### src/rtl/lsu_32bit_if.sv
// lsu_32bit_if: memory-side request/response bus between the LSU and memory
interface lsu_32bit_if;
  logic        req;
  logic        we;
  logic [31:0] addr;
  logic [31:0] wdata;
  logic [3:0]  wstrb;
  logic        gnt;
  logic        rvalid;
  logic [31:0] rdata;
  modport master (output req, we, addr, wdata, wstrb, input gnt, rvalid, rdata);
  modport slave (input req, we, addr, wdata, wstrb, output gnt, rvalid, rdata);
endinterface

### src/rtl/lsu_32bit.sv
// lsu_32bit: RV32I load/store unit with alignment checks, lane formatting and a request/read timeout
module lsu_32bit #(
  parameter int TIMEOUT = 255
) (
  input  logic        clk,
  input  logic        resetn,
  input  logic        i_start,
  input  logic        i_is_store,
  input  logic [2:0]  i_funct3,
  input  logic [31:0] i_addr,
  input  logic [31:0] i_store_data,
  output logic        o_busy,
  output logic        o_done,
  output logic [1:0]  o_err,
  output logic [31:0] o_load_data,
  lsu_32bit_if.master mem
);
  typedef enum logic [1:0] {IDLE, REQ, WAIT_R, DONE} state_t;
  state_t      r_state, w_next;
  logic        r_is_store;
  logic [2:0]  r_funct3;
  logic [31:0] r_addr, r_store_data, r_load_data;
  logic [1:0]  r_err, w_err;
  logic [7:0]  r_cnt;
  logic        w_illegal, w_misal, w_tmo;
  logic [7:0]  w_byte;
  logic [15:0] w_half;
  logic [31:0] w_fmt;
  assign w_illegal = i_is_store ? (i_funct3 >= 3'b011) : (i_funct3 == 3'b011 || i_funct3[2:1] == 2'b11);
  assign w_misal = (i_funct3[1:0] == 2'b01 && i_addr[0]) || (i_funct3[1:0] == 2'b10 && i_addr[1:0] != 2'b00);
  assign w_tmo = r_cnt == 8'(TIMEOUT - 1);
  always_comb begin
    w_next = r_state;
    w_err  = r_err;
    unique case (r_state)
      IDLE: if (i_start) begin
        w_next = (w_illegal || w_misal) ? DONE : REQ;
        w_err  = w_illegal ? 2'b10 : w_misal ? 2'b01 : 2'b00;
      end
      REQ: if (mem.gnt) w_next = r_is_store ? DONE : WAIT_R;
        else if (w_tmo) begin
          w_next = DONE;
          w_err  = 2'b11;
        end
      WAIT_R: if (mem.rvalid) w_next = DONE;
        else if (w_tmo) begin
          w_next = DONE;
          w_err  = 2'b11;
        end
      DONE: w_next = IDLE;
      default: w_next = IDLE;
    endcase
  end
  assign w_byte = mem.rdata[{r_addr[1:0], 3'b000} +: 8];
  assign w_half = r_addr[1] ? mem.rdata[31:16] : mem.rdata[15:0];
  assign w_fmt = r_funct3[1] ? mem.rdata :
                 r_funct3[0] ? {{16{~r_funct3[2] & w_half[15]}}, w_half} :
                               {{24{~r_funct3[2] & w_byte[7]}}, w_byte};
  always_ff @(posedge clk) begin
    if (!resetn) begin
      r_state      <= IDLE;
      r_is_store   <= 1'b0;
      r_funct3     <= 3'b000;
      r_addr       <= 32'h0;
      r_store_data <= 32'h0;
      r_load_data  <= 32'h0;
      r_err        <= 2'b00;
      r_cnt        <= 8'h0;
    end else begin
      r_state <= w_next;
      r_err   <= w_err;
      r_cnt   <= (r_state == w_next && (r_state == REQ || r_state == WAIT_R)) ? r_cnt + 8'h1 : 8'h0;
      if (r_state == IDLE && i_start) begin
        r_is_store   <= i_is_store;
        r_funct3     <= i_funct3;
        r_addr       <= i_addr;
        r_store_data <= i_store_data;
      end
      if (r_state == WAIT_R && mem.rvalid) r_load_data <= w_fmt;
    end
  end
  assign o_busy      = r_state != IDLE;
  assign o_done      = r_state == DONE;
  assign o_err       = r_err;
  assign o_load_data = r_load_data;
  assign mem.req     = r_state == REQ;
  assign mem.we      = r_state == REQ && r_is_store;
  assign mem.addr    = {r_addr[31:2], 2'b00};
  assign mem.wdata   = r_funct3[1:0] == 2'b10 ? r_store_data :
                       r_funct3[0] ? {2{r_store_data[15:0]}} : {4{r_store_data[7:0]}};
  assign mem.wstrb   = !r_is_store ? 4'b0000 :
                       r_funct3 == 3'b010 ? 4'b1111 :
                       r_funct3 == 3'b001 ? 4'b0011 << r_addr[1:0] :
                       r_funct3 == 3'b000 ? 4'b0001 << r_addr[1:0] : 4'b0000;
endmodule

### src/flat_wrapper.sv
// flat-port wrapper written by rule: the top's interface ports become plain ports
module lsu_32bit_flat 
#(
  parameter int TIMEOUT = 255
)
  (clk, resetn, i_start, i_is_store, i_funct3, i_addr, i_store_data, o_busy, o_done, o_err, o_load_data, mem_req, mem_we, mem_addr, mem_wdata, mem_wstrb, mem_gnt, mem_rvalid, mem_rdata);
  lsu_32bit_if mem_i ();
  input  logic clk;
  input  logic resetn;
  input  logic i_start;
  input  logic i_is_store;
  input  logic [2:0] i_funct3;
  input  logic [31:0] i_addr;
  input  logic [31:0] i_store_data;
  output logic o_busy;
  output logic o_done;
  output logic [1:0] o_err;
  output logic [31:0] o_load_data;
  output wire logic [$bits(mem_i.req)-1:0] mem_req;
  output wire logic [$bits(mem_i.we)-1:0] mem_we;
  output wire logic [$bits(mem_i.addr)-1:0] mem_addr;
  output wire logic [$bits(mem_i.wdata)-1:0] mem_wdata;
  output wire logic [$bits(mem_i.wstrb)-1:0] mem_wstrb;
  input wire logic [$bits(mem_i.gnt)-1:0] mem_gnt;
  input wire logic [$bits(mem_i.rvalid)-1:0] mem_rvalid;
  input wire logic [$bits(mem_i.rdata)-1:0] mem_rdata;
  assign mem_req = mem_i.req;
  assign mem_we = mem_i.we;
  assign mem_addr = mem_i.addr;
  assign mem_wdata = mem_i.wdata;
  assign mem_wstrb = mem_i.wstrb;
  assign mem_i.gnt = mem_gnt;
  assign mem_i.rvalid = mem_rvalid;
  assign mem_i.rdata = mem_rdata;
  lsu_32bit #(.TIMEOUT(TIMEOUT)) u_core (.clk(clk), .resetn(resetn), .i_start(i_start), .i_is_store(i_is_store), .i_funct3(i_funct3), .i_addr(i_addr), .i_store_data(i_store_data), .o_busy(o_busy), .o_done(o_done), .o_err(o_err), .o_load_data(o_load_data), .mem(mem_i));
endmodule
### config.mk
export PLATFORM = sky130hd
export DESIGN_NAME = lsu_32bit_flat
export DESIGN_NICKNAME = d
export VERILOG_FILES = /design/src/rtl/lsu_32bit_if.sv /design/src/rtl/lsu_32bit.sv /design/src/flat_wrapper.sv
export SDC_FILE = /design/constraint.sdc
export NUM_CORES = 1
export LEC_CHECK = 0
export CAP_MARGIN = 20
export CORE_MARGIN = 4
export CORE_UTILIZATION = 25
export CTS_BUF_LIST = sky130_fd_sc_hd__clkbuf_2 sky130_fd_sc_hd__clkbuf_4 sky130_fd_sc_hd__clkbuf_8
export CTS_CLUSTER_DIAMETER = 40
export DETAILED_ROUTE_END_ITERATION = 8
export HOLD_SLACK_MARGIN = 0.02
export PLACE_DENSITY_LB_ADDON = 0.25
export SYNTH_ARGS = -nofsm -noshare
export SYNTH_HDL_FRONTEND = slang
export SYNTH_SLANG_ARGS = --single-unit
### constraint.sdc
create_clock -name clk -period 4.35 [get_ports clk]
set_input_delay 0.87 -clock clk [delete_from_list [all_inputs] [get_ports clk]]
set_output_delay 0.87 -clock clk [all_outputs]
set_load 0.005 [all_outputs]
==> Implementation_results.wiki <==
{| class="wikitable"
! Metric !! Value
|-
| Outcome || finished clean
|-
| Launching point of the worst reg2reg path || u_core.r_funct3[0]
|-
| Final-layout setup total negative slack || 0 ps
|-
| Post-DRT Antenna Nets || 0
|-
| Sequential share of the synthesized area || 39.9%
|-
| Placement-stage cell area || 7640 um2
|-
| Standby leakage power || 0.00276 uW
|-
| Highest clock rate || 286 MHz
|-
| Synth-to-layout area growth || 39.3%
|-
| Mean instance size in the synthesized netlist || 8.08 um2
|-
| Fill count || 2,286
|-
| Post-CTS Setup Repair Bufs || 0
|-
| Ratio of final minimum period to clock period || 80.4%
|-
| Number of cells traversed by the worst register-to-register path || 5
|-
| H-Tree Level Count || 3
|-
| Number of top-level pins || 211
|-
| Final setup violation count || 0
|-
| Met3 layer wire length in the routed design || 1800 um
|-
| Cells taking the most area after synthesis || dfxtp_1 (40%), nand2_1 (13%), a21boi_0 (9.1%)
|-
| Detailed-router iteration count before antenna repair || 4
|-
| Met2 wire len || 8250 um
|-
| TritonCTS clock tree || yes
|-
| Total inserted antenna cells || 0
|-
| Total wirelength of the detailed-routed design || 18,500 um
|-
| Transition at the pin with the smallest max-transition slack || 980 ps
|-
| FFs w/ async S/R, synth || 0%
|-
| Clk_skew || 17.7 ps
|-
| CTS sink cnt || 112
|-
| Total Die Area || 24,900 um2
|-
| Critical path class || register to output pin
|-
| Chip width || 158 um
|-
| Depth of the worst hold-timing path || 2
|-
| Cell with the most instances after synthesis || nand2_1
|-
| Number of buffers inserted for hold repair after clock tree synthesis || 0
|-
| Chip Height || 158 um
|-
| Number of flops mapped to enable cells by yosys || 0
|-
| Clock Latency Late Sink || 390 ps
|-
| Last weighted congestion value of the routability-driven placer || 0.768
|-
| Quantity of gates resized following cts || 0
|-
| Detailed Place HPWL || 13,300 um
|-
| Via-to-Cell Ratio || 4.58
|-
| Setup crit end kind || output pin
|-
| Number of antenna violations at the first check in global routing || 0
|-
| Fraction of final layout cells with drive strength greater than 1 || 7.23%
|-
| Terminus of the critical flop-to-flop path || u_core.o_load_data[6]
|-
| Share of the synthesized area in the top cell type || 39.9%
|-
| DRC violation count after routing || 0
|-
| Max-Cap Viols || 0
|-
| Deepest clock path buffer count || 2
|-
| Utilization after layout || 35.6%
|-
| Average detailed-routed wire length per instance || 16.4 um
|-
| Wire length of the first global-routing pass || 28,600 um
|-
| Via count of the first global-routing pass || 5,180
|-
| Critical path startpoint category || register
|-
| Largest net degree at the start of global routing || 105
|-
| Final Hold Fails || 0
|-
| Met1 layer wirelength in the final routing || 8270 um
|-
| Site row count || 54
|-
| Initial DRC count || 222
|-
| Path category of the worst min-delay check || register to register
|-
| Post-layout min period || 3500 ps
|-
| Start point of the worst hold path || u_core.r_addr[9]
|-
| Leading post-synthesis cells by instance count || nand2_1 (188), dfxtp_1 (112), a21boi_0 (68)
|-
| #FFs+latches synth || 112
|-
| Worst Setup Slack, final || 852 ps
|-
| Number of unique standard cell types used by synthesis || 41
|-
| Pre-CTS worst setup slack || 1200 ps
|-
| Relative slew slack || 34.7%
|-
| Total of buffers placed on input and output ports || 208
|-
| Syn Std Cell Area || 5610 um2
|-
| DR vias || 5,146
|-
| Synth Warn # || 0
|-
| Required time at the worst-slack endpoint || 3480 ps
|-
| Worst ir drop on vdd || 0.000147 V
|-
| Peak fanout along the critical path || 19
|-
| Flop-to-flop setup slack || 2070 ps
|-
| Area of the placeable core || 22,000 um2
|-
| Net count, final || 957
|-
| DR top layer || met4
|-
| Total track usage || 14.6%
|-
| Unrepaired setup endpoints after global routing || no
|-
| Synth area leader || dfxtp_1
|-
| Number of buffers created by CTS || 9
|-
| Gate Count Post-Synth || 695
|-
| CP arrival || 2630 ps
|-
| Clock root buffer || clkbuf_8
|-
| Grt ovf || 0
|-
| Flip-flop cell with the highest count after synthesis || dfxtp_1
|-
| Number of max-slew violations in the final report || 0
|-
| Clock slew at the register clock pins of the worst setup and hold paths || 120 ps
|-
| WHS Endpoint || u_core.r_addr[9]
|-
| Final design area excluding fillers || 7820 um2
|-
| Starting Density || 25.6%
|-
| P per Cell Area || 446 nW/um2
|}
-- cells in the final DEF, fill, tap and decap left out, types with 3 or more instances in the layout --
cell type / Yosys / final
clkbuf_8: 0 / 10
a21boi_0: 68 / 68
mux4_2: 3 / 3
mux2i_1: 11 / 11
a21oi_1: 50 / 50
nand2b_1: 5 / 5
or3_1: 8 / 8
dfxtp_1: 112 / 111
clkdlybuf4s50_1: 0 / 207
nand4_1: 3 / 3
xor2_1: 4 / 4
nand2_1: 188 / 187
ha_1: 12 / 12
buf_4: 41 / 10
o211ai_1: 11 / 11
nor2_1: 20 / 20
nor3_1: 3 / 3
nand3_1: 10 / 10
nor3b_1: 3 / 3
inv_1: 9 / 9
o21ai_0: 40 / 40
mux2_2: 23 / 23
a211oi_1: 5 / 5
-- sequential cells by signal, indices dropped and copies added, names as in the netlist --
signal and flops:
u_core.r_cnt 8, u_core.r_funct3 3, u_core.r_addr 32, u_core.o_load_data 32
u_core.o_err 2, u_core.r_store_data 32, u_core.r_state 2, u_core.r_is_store 1
-- critical path, cell delays in order, from the launching register on --
cell,delay [ps]
dfxtp_1,510
buf_4,300
nor2_2,560
mux2_2,410
clkdlybuf4s50_1,450
-- layer usage --
metal / global-route usage [%] / vias to the layer above
li1: - / 2592
met1: 18.4 / 2375
met2: 23.6 / 170
met3: 6.07 / 9
met4: 2.83 / 0
met5: 0 / -
-- area by class of cell --
class                      instances  area (um2)  area share [%]
timing repair buffer             218        2150            27.5
multi-input combinational        490        2870            36.6
clock inverter                     5        40.0           0.512
tap                              280         350            4.48
inverter                           9        33.8           0.432
sequential                       112        2240            28.7
clock buffer                      10         138            1.76
-- through the flow --
stage               instances  power [uW]  hold WS, ps
floorplan                 696        2210          440
global placement         1109        2930          453
detailed placement       1109        2930          459
CTS                      1124        3570          474
global route             1124        3780          496
finish                   1124        3490          472
-- logic make-up (layout without fill, tap and decap cells) --
logic type                 Yosys count  after routing  synth area share, %
xor gates and xnor gates             6              6                0.936
AOI/OAI and AO/OA                  182            182                 20.6
adders and majority gates           12             12                 2.67
muxes                               37             37                 7.78
and+or+nand+nor                    251            251                 18.8
buffers and inverters               94            242                 9.16
DFF                                112            112                 39.9
other                                1              2               0.0668
-- how the worst max path moves through the flow --
stage                     slack, ps       endpoint                from  cells past startpoint
after global routing            680  mem_wdata[23]  u_core.r_funct3[0]                      4
after CTS                       740  mem_wdata[22]  u_core.r_funct3[0]                      4
after detailed placement       1200  mem_wdata[22]  u_core.r_funct3[0]                      4
after global placement         1250  mem_wdata[20]  u_core.r_funct3[0]                      4
final                           850  mem_wdata[23]  u_core.r_funct3[0]                      4
after floorplan                2040  mem_wdata[16]  u_core.r_funct3[1]                      5
-- report_power, final --
group / total, uW / leakage (uW) / switching [uW] / internal (uW)
Clock: 611 / 0.0000931 / 384 / 227
Sequential: 1380 / 0.000917 / 151 / 1230
Combinational: 1500 / 0.00175 / 756 / 745
Total: 3490 / 0.00276 / 1290 / 2200
Power figures use the tool's default switching activity.
